## src/rtl/cpu_ctrl_pkg.sv

```systemverilog
// Shared types and encodings for the multi-cycle RV32I control FSM.
package cpu_ctrl_pkg;

  typedef enum logic [2:0] {
    ST_IDLE, ST_FETCH, ST_DECODE, ST_EXEC, ST_MEM, ST_MULDIV_WAIT, ST_WB, ST_TRAP
  } state_e;

  typedef enum logic [3:0] {
    CLS_ALU_R, CLS_ALU_I, CLS_LOAD, CLS_STORE, CLS_BRANCH, CLS_JAL, CLS_JALR,
    CLS_LUI, CLS_AUIPC, CLS_SYSTEM, CLS_FENCE, CLS_ILLEGAL
  } instr_class_e;

  localparam logic [6:0] OPC_OP     = 7'b0110011;
  localparam logic [6:0] OPC_OP_IMM = 7'b0010011;
  localparam logic [6:0] OPC_LOAD   = 7'b0000011;
  localparam logic [6:0] OPC_STORE  = 7'b0100011;
  localparam logic [6:0] OPC_BRANCH = 7'b1100011;
  localparam logic [6:0] OPC_JAL    = 7'b1101111;
  localparam logic [6:0] OPC_JALR   = 7'b1100111;
  localparam logic [6:0] OPC_LUI    = 7'b0110111;
  localparam logic [6:0] OPC_AUIPC  = 7'b0010111;
  localparam logic [6:0] OPC_SYSTEM = 7'b1110011;
  localparam logic [6:0] OPC_FENCE  = 7'b0001111;

  localparam logic [31:0] ECALL_WORD  = 32'h0000_0073;
  localparam logic [31:0] EBREAK_WORD = 32'h0010_0073;

  localparam logic [1:0] PC_SRC_PLUS4  = 2'b00;
  localparam logic [1:0] PC_SRC_TARGET = 2'b01;
  localparam logic [1:0] PC_SRC_JALR   = 2'b10;
  localparam logic [1:0] PC_SRC_TRAP   = 2'b11;

  localparam logic [1:0] WB_SRC_ALU  = 2'b00;
  localparam logic [1:0] WB_SRC_LOAD = 2'b01;
  localparam logic [1:0] WB_SRC_PC4  = 2'b10;
  localparam logic [1:0] WB_SRC_IMM  = 2'b11;

  localparam logic [1:0] ALU_OP_ADD   = 2'b00;
  localparam logic [1:0] ALU_OP_BRCMP = 2'b01;
  localparam logic [1:0] ALU_OP_FUNCT = 2'b10;

  localparam logic [3:0] CAUSE_ILLEGAL = 4'd2;
  localparam logic [3:0] CAUSE_EBREAK  = 4'd3;
  localparam logic [3:0] CAUSE_ECALL   = 4'd11;

endpackage

```

## src/rtl/cpu_instr_classifier.sv

```systemverilog
// Combinational instruction classifier: opcode class plus legality and trap kinds.
module cpu_instr_classifier
  import cpu_ctrl_pkg::*;
#(
  parameter bit SUPPORT_M   = 1'b0,
  parameter bit SUPPORT_CSR = 1'b1
) (
  input  logic [31:0]  instr,
  output instr_class_e cls,
  output logic         legal,
  output logic         is_muldiv,
  output logic         is_ecall,
  output logic         is_ebreak
);

  always_comb begin
    cls       = CLS_ILLEGAL;
    legal     = 1'b1;
    is_muldiv = 1'b0;
    is_ecall  = 1'b0;
    is_ebreak = 1'b0;
    case (instr[6:0])
      OPC_OP: begin
        cls = CLS_ALU_R;
        if (instr[31:25] == 7'b0000001) begin
          is_muldiv = SUPPORT_M;
          legal     = SUPPORT_M;
        end
      end
      OPC_OP_IMM: cls = CLS_ALU_I;
      OPC_LOAD:   cls = CLS_LOAD;
      OPC_STORE:  cls = CLS_STORE;
      OPC_BRANCH: cls = CLS_BRANCH;
      OPC_JAL:    cls = CLS_JAL;
      OPC_JALR:   cls = CLS_JALR;
      OPC_LUI:    cls = CLS_LUI;
      OPC_AUIPC:  cls = CLS_AUIPC;
      OPC_FENCE:  cls = CLS_FENCE;
      OPC_SYSTEM: begin
        cls = CLS_SYSTEM;
        // funct3=000 is only legal as the exact ECALL/EBREAK words
        if (instr[14:12] == 3'b000) begin
          is_ecall  = (instr == ECALL_WORD);
          is_ebreak = (instr == EBREAK_WORD);
          legal     = (instr == ECALL_WORD) || (instr == EBREAK_WORD);
        end else begin
          legal = SUPPORT_CSR;
        end
      end
      default: legal = 1'b0;
    endcase
  end

endmodule

```

## src/rtl/cpu_multicycle_controller.sv

```systemverilog
// Multi-cycle RV32I control FSM: FETCH/DECODE/EXEC/MEM/WB with handshaked memories,
// MUL/DIV sequencing and precise traps.
module cpu_multicycle_controller
  import cpu_ctrl_pkg::*;
#(
  parameter bit SUPPORT_M   = 1'b0,
  parameter bit SUPPORT_CSR = 1'b1
) (
  input  logic        clk,
  input  logic        rst_n,
  input  logic [31:0] instr,
  input  logic        imem_ready,
  input  logic        dmem_ready,
  input  logic        branch_taken,
  input  logic        muldiv_done,
  output logic        imem_req,
  output logic        ir_write,
  output logic        dmem_req,
  output logic        dmem_we,
  output logic        pc_write,
  output logic [1:0]  pc_src,
  output logic        reg_write,
  output logic [1:0]  writeback_src,
  output logic [1:0]  ALU_op,
  output logic        ALU_src,
  output logic        alu_src1_is_pc,
  output logic        csr_read,
  output logic        muldiv_start,
  output logic        trap,
  output logic [3:0]  trap_cause,
  output logic        instret
);

  state_e       state_q, state_d;
  instr_class_e cls;
  logic         legal, is_muldiv, is_ecall, is_ebreak;

  cpu_instr_classifier #(
    .SUPPORT_M  (SUPPORT_M),
    .SUPPORT_CSR(SUPPORT_CSR)
  ) u_classifier (
    .instr    (instr),
    .cls      (cls),
    .legal    (legal),
    .is_muldiv(is_muldiv),
    .is_ecall (is_ecall),
    .is_ebreak(is_ebreak)
  );

  always_ff @(posedge clk or negedge rst_n) begin
    if (!rst_n) state_q <= ST_IDLE;
    else        state_q <= state_d;
  end

  always_comb begin
    state_d = state_q;
    case (state_q)
      ST_IDLE:   state_d = ST_FETCH;
      ST_FETCH:  if (imem_ready) state_d = ST_DECODE;
      ST_DECODE: begin
        if (!legal || is_ecall || is_ebreak) state_d = ST_TRAP;
        else if (cls == CLS_FENCE)           state_d = ST_WB;
        else                                 state_d = ST_EXEC;
      end
      ST_EXEC: begin
        if (cls == CLS_BRANCH)                         state_d = ST_FETCH;
        else if (cls == CLS_LOAD || cls == CLS_STORE) state_d = ST_MEM;
        else if (is_muldiv)                            state_d = ST_MULDIV_WAIT;
        else                                           state_d = ST_WB;
      end
      ST_MEM: begin
        if (dmem_ready) state_d = (cls == CLS_STORE) ? ST_FETCH : ST_WB;
      end
      ST_MULDIV_WAIT: if (muldiv_done) state_d = ST_WB;
      ST_WB:          state_d = ST_FETCH;
      ST_TRAP:        state_d = ST_FETCH;
      default:        state_d = ST_IDLE;
    endcase
  end

  always_comb begin
    imem_req       = 1'b0;
    ir_write       = 1'b0;
    dmem_req       = 1'b0;
    dmem_we        = 1'b0;
    pc_write       = 1'b0;
    pc_src         = PC_SRC_PLUS4;
    reg_write      = 1'b0;
    writeback_src  = WB_SRC_ALU;
    ALU_op         = ALU_OP_ADD;
    ALU_src        = 1'b0;
    alu_src1_is_pc = 1'b0;
    csr_read       = 1'b0;
    muldiv_start   = 1'b0;
    trap           = 1'b0;
    trap_cause     = '0;
    instret        = 1'b0;
    case (state_q)
      ST_FETCH: begin
        imem_req = 1'b1;
        ir_write = imem_ready;
      end
      ST_EXEC: begin
        case (cls)
          CLS_ALU_R, CLS_ALU_I: ALU_op = ALU_OP_FUNCT;
          CLS_BRANCH:           ALU_op = ALU_OP_BRCMP;
          default:              ALU_op = ALU_OP_ADD;
        endcase
        ALU_src = (cls == CLS_ALU_I) || (cls == CLS_LOAD) || (cls == CLS_STORE) ||
                  (cls == CLS_JAL) || (cls == CLS_JALR) || (cls == CLS_LUI) ||
                  (cls == CLS_AUIPC);
        alu_src1_is_pc = (cls == CLS_AUIPC) || (cls == CLS_JAL);
        muldiv_start   = is_muldiv;
        if (cls == CLS_BRANCH) begin
          pc_write = 1'b1;
          instret  = 1'b1;
          pc_src   = branch_taken ? PC_SRC_TARGET : PC_SRC_PLUS4;
        end
      end
      ST_MEM: begin
        dmem_req = 1'b1;
        dmem_we  = (cls == CLS_STORE);
        if (cls == CLS_STORE && dmem_ready) begin
          pc_write = 1'b1;
          instret  = 1'b1;
        end
      end
      ST_WB: begin
        reg_write = (cls != CLS_FENCE);
        pc_write  = 1'b1;
        instret   = 1'b1;
        csr_read  = (cls == CLS_SYSTEM);
        case (cls)
          CLS_LOAD:             writeback_src = WB_SRC_LOAD;
          CLS_JAL, CLS_JALR:    writeback_src = WB_SRC_PC4;
          CLS_LUI, CLS_SYSTEM:  writeback_src = WB_SRC_IMM;
          default:              writeback_src = WB_SRC_ALU;
        endcase
        if (cls == CLS_JAL)       pc_src = PC_SRC_TARGET;
        else if (cls == CLS_JALR) pc_src = PC_SRC_JALR;
      end
      ST_TRAP: begin
        trap     = 1'b1;
        pc_write = 1'b1;
        pc_src   = PC_SRC_TRAP;
        if (is_ecall)       trap_cause = CAUSE_ECALL;
        else if (is_ebreak) trap_cause = CAUSE_EBREAK;
        else                trap_cause = CAUSE_ILLEGAL;
      end
      default: ;
    endcase
  end

endmodule
```

## config.mk

```make
export PLATFORM = sky130hd
export DESIGN_NAME = cpu_multicycle_controller
export DESIGN_NICKNAME = d
export VERILOG_FILES = /design/src/rtl/cpu_ctrl_pkg.sv /design/src/rtl/cpu_instr_classifier.sv /design/src/rtl/cpu_multicycle_controller.sv
export SDC_FILE = /design/constraint.sdc
export NUM_CORES = 1
export LEC_CHECK = 0
export ABC_AREA = 1
export ABC_CLOCK_PERIOD_IN_PS = 1460
export CELL_PAD_IN_SITES_DETAIL_PLACEMENT = 1
export CELL_PAD_IN_SITES_GLOBAL_PLACEMENT = 2
export CORE_ASPECT_RATIO = 1.5
export CORE_MARGIN = 2
export CORE_UTILIZATION = 14
export CTS_CLUSTER_SIZE = 12
export DETAILED_ROUTE_END_ITERATION = 6
export GPL_TIMING_DRIVEN = 0
export PLACE_DENSITY = 0.84
export SYNTH_ARGS = -nofsm -noshare
export SYNTH_HDL_FRONTEND = slang
export SYNTH_SLANG_ARGS = --single-unit
```

## constraint.sdc

```tcl
create_clock -name clk -period 1.46 [get_ports clk]
set_input_delay 0.219 -clock clk [delete_from_list [all_inputs] [get_ports clk]]
set_output_delay 0.219 -clock clk [all_outputs]
set_load 0.005 [all_outputs]
```

==> flow_summary_export.csv <==
group,metric,value,unit
floorplan,start_util,14.58,%
run_status,violations,"setup timing",
synthesis,yosysSeqAreaShare,9.375,%
global_routing,grt_max_degree,7,
clock_network,htreeDepth,1,
finish,final_util,40.90,%
route,drtIter0Drc,60,
global_routing,grt_first_pass_wirelength,7403,um
floorplan,dieHeight,96.63,um
placement,dp_hpwl,2910,um
finish,fin_nets,310,
pwr,p_total,2.211,mW
synthesis,synth_compound_area_share,12.50,%
sta,fin_worst_skew,0.0009944,ns
synthesis,synth_adder_area_share,0,%
synthesis,ys_warn_count,0,
synthesis,synth-seq-cells,3,
route,ant_nets,0,
placement,io_buffers,57,
worst_setup_path,crit_type,"reg2out",
clock_network,cts_buffer_depth,2,
floorplan,die_area,6353,um^2
sta,fmax,605.9,MHz
run_status,status,"finished with violations",
clock_network,tritoncts,"yes",
global_routing,grt_pass1_vias,1608,
global_routing,grtUsageTotal,14.82,%
clock_network,cts_root_buf,"clkbuf_8",
worst_setup_path,endpoint_kind,"primary output",
sta,fin_ws,-0.1905,ns
route,via_per_inst,4.226,
synthesis,synth-edff-count,0,
finish,drive_gt1_share,62.36,%
synthesis,synthFlopType,"dfrtp_1",
finish,diodes,0,
synthesis,synth_area,800.8,um^2
sta,period_minus_slack,1.650,ns
sta,finalMaxSlewViolations,0,
synthesis,syn_avg_cell_area,5.234,um^2
finish,largest_register_ffs,3,
sta,rsz0062_at_grt,"true",
synthesis,synth_top_family_by_area,"simple AND/OR/NAND/NOR gates",
worst_setup_path,cpMostUsedCell,"nor2_4",
pwr,ir_drop,0.6003,mV
clock_network,cts_sinks,3,
run,cap_violations,0,
clock_network,cts_made_buffers,3,
worst_setup_path,cp_num_buf_inv,4,
pwr,leakagePower,1.112,nW
sta,finalCritPeriodShare,113.0,%
worst_setup_path,worst_path_max_delay_cell,"dfrtp_2",
clock_network,clk_pin_slew,0.03,ns
pwr,power_density,984.6,nW/um^2
worst_setup_path,start_kind,"flop",
sta,hold_viol_final,0,
synthesis,netlist_instances,153,
worst_setup_path,critPathArrivalTime,1.43,ns
synthesis,synth_xor_area_share,0,%
worst_setup_path,cp_cell_sequence,"buf_12 > nor2_4 > nand2_4 > nor2_4 > inv_2 > o21ai_2 > inv_1 > nand2_1 > buf_2",
floorplan,fp.dieW,65.75,um
route,drc,0,
worst_hold_path,min_path_type,"in2async",
global_routing,antenna_found_initial,0,
route,wl_per_cell,14.64,um
floorplan,rows,33,
finish,top_regs,"state_q x3",
synthesis,muxShareOfSynthArea,0,%
synthesis,yosysUniqueCellTypes,28,
floorplan,io-pin-count,60,
route,routed_wl,4993,um
worst_setup_path,worstPathMaxFanout,3,
synthesis,synth-simple-area-share,58.91,%
route,firstDrtPassIters,4,
clock_network,holdBufCountCts,0,
route,num_vias,1441,
sta,setup_viol,18,
floorplan,design.core.area,5492,um^2
finish,syn2layout_area_growth,180.5,%
synthesis,synthArstFlopShare,100.0,%
global_routing,grt.overflow.total,0,
worst_setup_path,required,1.24,ns
clock_network,clk_latency,0.22,ns
finish,top_register,"state_q",
worst_setup_path,path_delay_family,"flip-flops",
placement,place.gp.congestion,0.7806,
finish,fillers,693,
worst_setup_path,cpPeakStageDelay,0.42,ns
-- Yosys cell counts, types with 2 or more instances --
cell type / count / area [um^2]
a21oi_1: 4 / 20.02
nand3_1: 8 / 40.04
nand2_2: 2 / 12.51
nor2_1: 22 / 82.58
inv_1: 30 / 112.6
nand4_1: 6 / 37.54
o21ai_0: 2 / 10.01
nor4_1: 4 / 25.02
nand2_1: 36 / 135.1
dfrtp_1: 3 / 75.07
buf_4: 3 / 22.52
nor3_1: 8 / 40.04
o211ai_1: 2 / 15.01
inv_2: 4 / 15.01
nor2_2: 6 / 37.54
-- kinds of logic after synthesis --
family                 count (synthesis)
AO/OA/AOI/OAI                         15
flip-flops                             3
AND/OR/NAND/NOR                       97
buffers and inverters                 37
other                                  1
-- power by group --
part	total, mW	switching, mW	internal [mW]	leakage, nW
Clock	0.243	0.0567	0.186	0.0228
Combinational	1.76	0.812	0.945	1.06
Sequential	0.212	0.0721	0.140	0.0330
-- cell type report --
cell class	count	area (um^2)	area share [%]
clock buffer	4	45.04	2.006
timing repair buffer	114	991.0	44.12
multi-input combinational	114	880.8	39.22
buffer	2	15.01	0.6685
sequential	3	78.83	3.510
inverter	34	147.6	6.574
tap	70	87.58	3.900
-- worst register-to-register path, delay by kind of cell, from the launching register on --
family,cells,cell delay (ns)
buf+inv,5,0.54
flops,1,0.43
compound gates,2,0.32
simple gates,3,0.18
-- per-stage QoR --
step                area, um^2  setup WS [ns]  TNS (ns)  cells  hold WS, ns
floorplan                804.5         0.1890         0    154     -0.07659
global placement          1463        -0.9777    -13.61    281       0.4092
detailed placement        1463         -1.005    -13.76    281       0.4111
CTS                       2077        -0.1919    -1.216    330       0.1816
global route              2246        -0.2793    -3.230    341       0.1939
finish                    2246        -0.1905    -1.747    341       0.1828
-- worst paths after layout --
check	slack, ns	cells after the start	start	end
setup / recovery	-0.19	9	state_q[1]	instret
hold / removal	0.18	1	rst_n	state_q[1]
setup reg to reg	-0.08	10	state_q[2]	state_q[1]
hold reg to reg	0.87	4	state_q[1]	state_q[1]
max in group asynchronous	1.13	1	rst_n	state_q[2]
min in group clk	0.64	2	imem_ready	state_q[0]
-- layout by cell type, fill, tap and decap left out, types with 3 or more instances in the layout --
master	count
clkbuf_8	3
nand3_1	4
nor3_2	5
nand2_2	7
nor2_4	14
buf_4	43
buf_6	21
nor2_1	9
clkdlybuf4s50_1	12
a21oi_2	3
nand2_4	7
buf_2	13
nor2_2	6
nand4_1	6
nor4_2	3
nand3_2	4
inv_4	8
o21ai_2	3
nand2_1	23
dlygate4sd2_1	19
inv_2	10
inv_1	16
clkbuf_2	3
dfrtp_2	3
-- what timing repair did --
| action | CTS | global route |
|---|---|---|
| gates resized for setup | 221 | 31 |
| buffers inserted | 47 | 12 |
| pin swaps | 47 | 23 |
| setup endpoints to repair | 22 | 23 |
-- metal layers --
metal	track usage, %	wire length (um)	vias up
li1	-	-	722
met1	14.40	1672	673
met2	30.30	3029	39
met3	1.512	167	7
met4	4.808	123	0
met5	0	0	-
(Power assumes the default switching activity.)
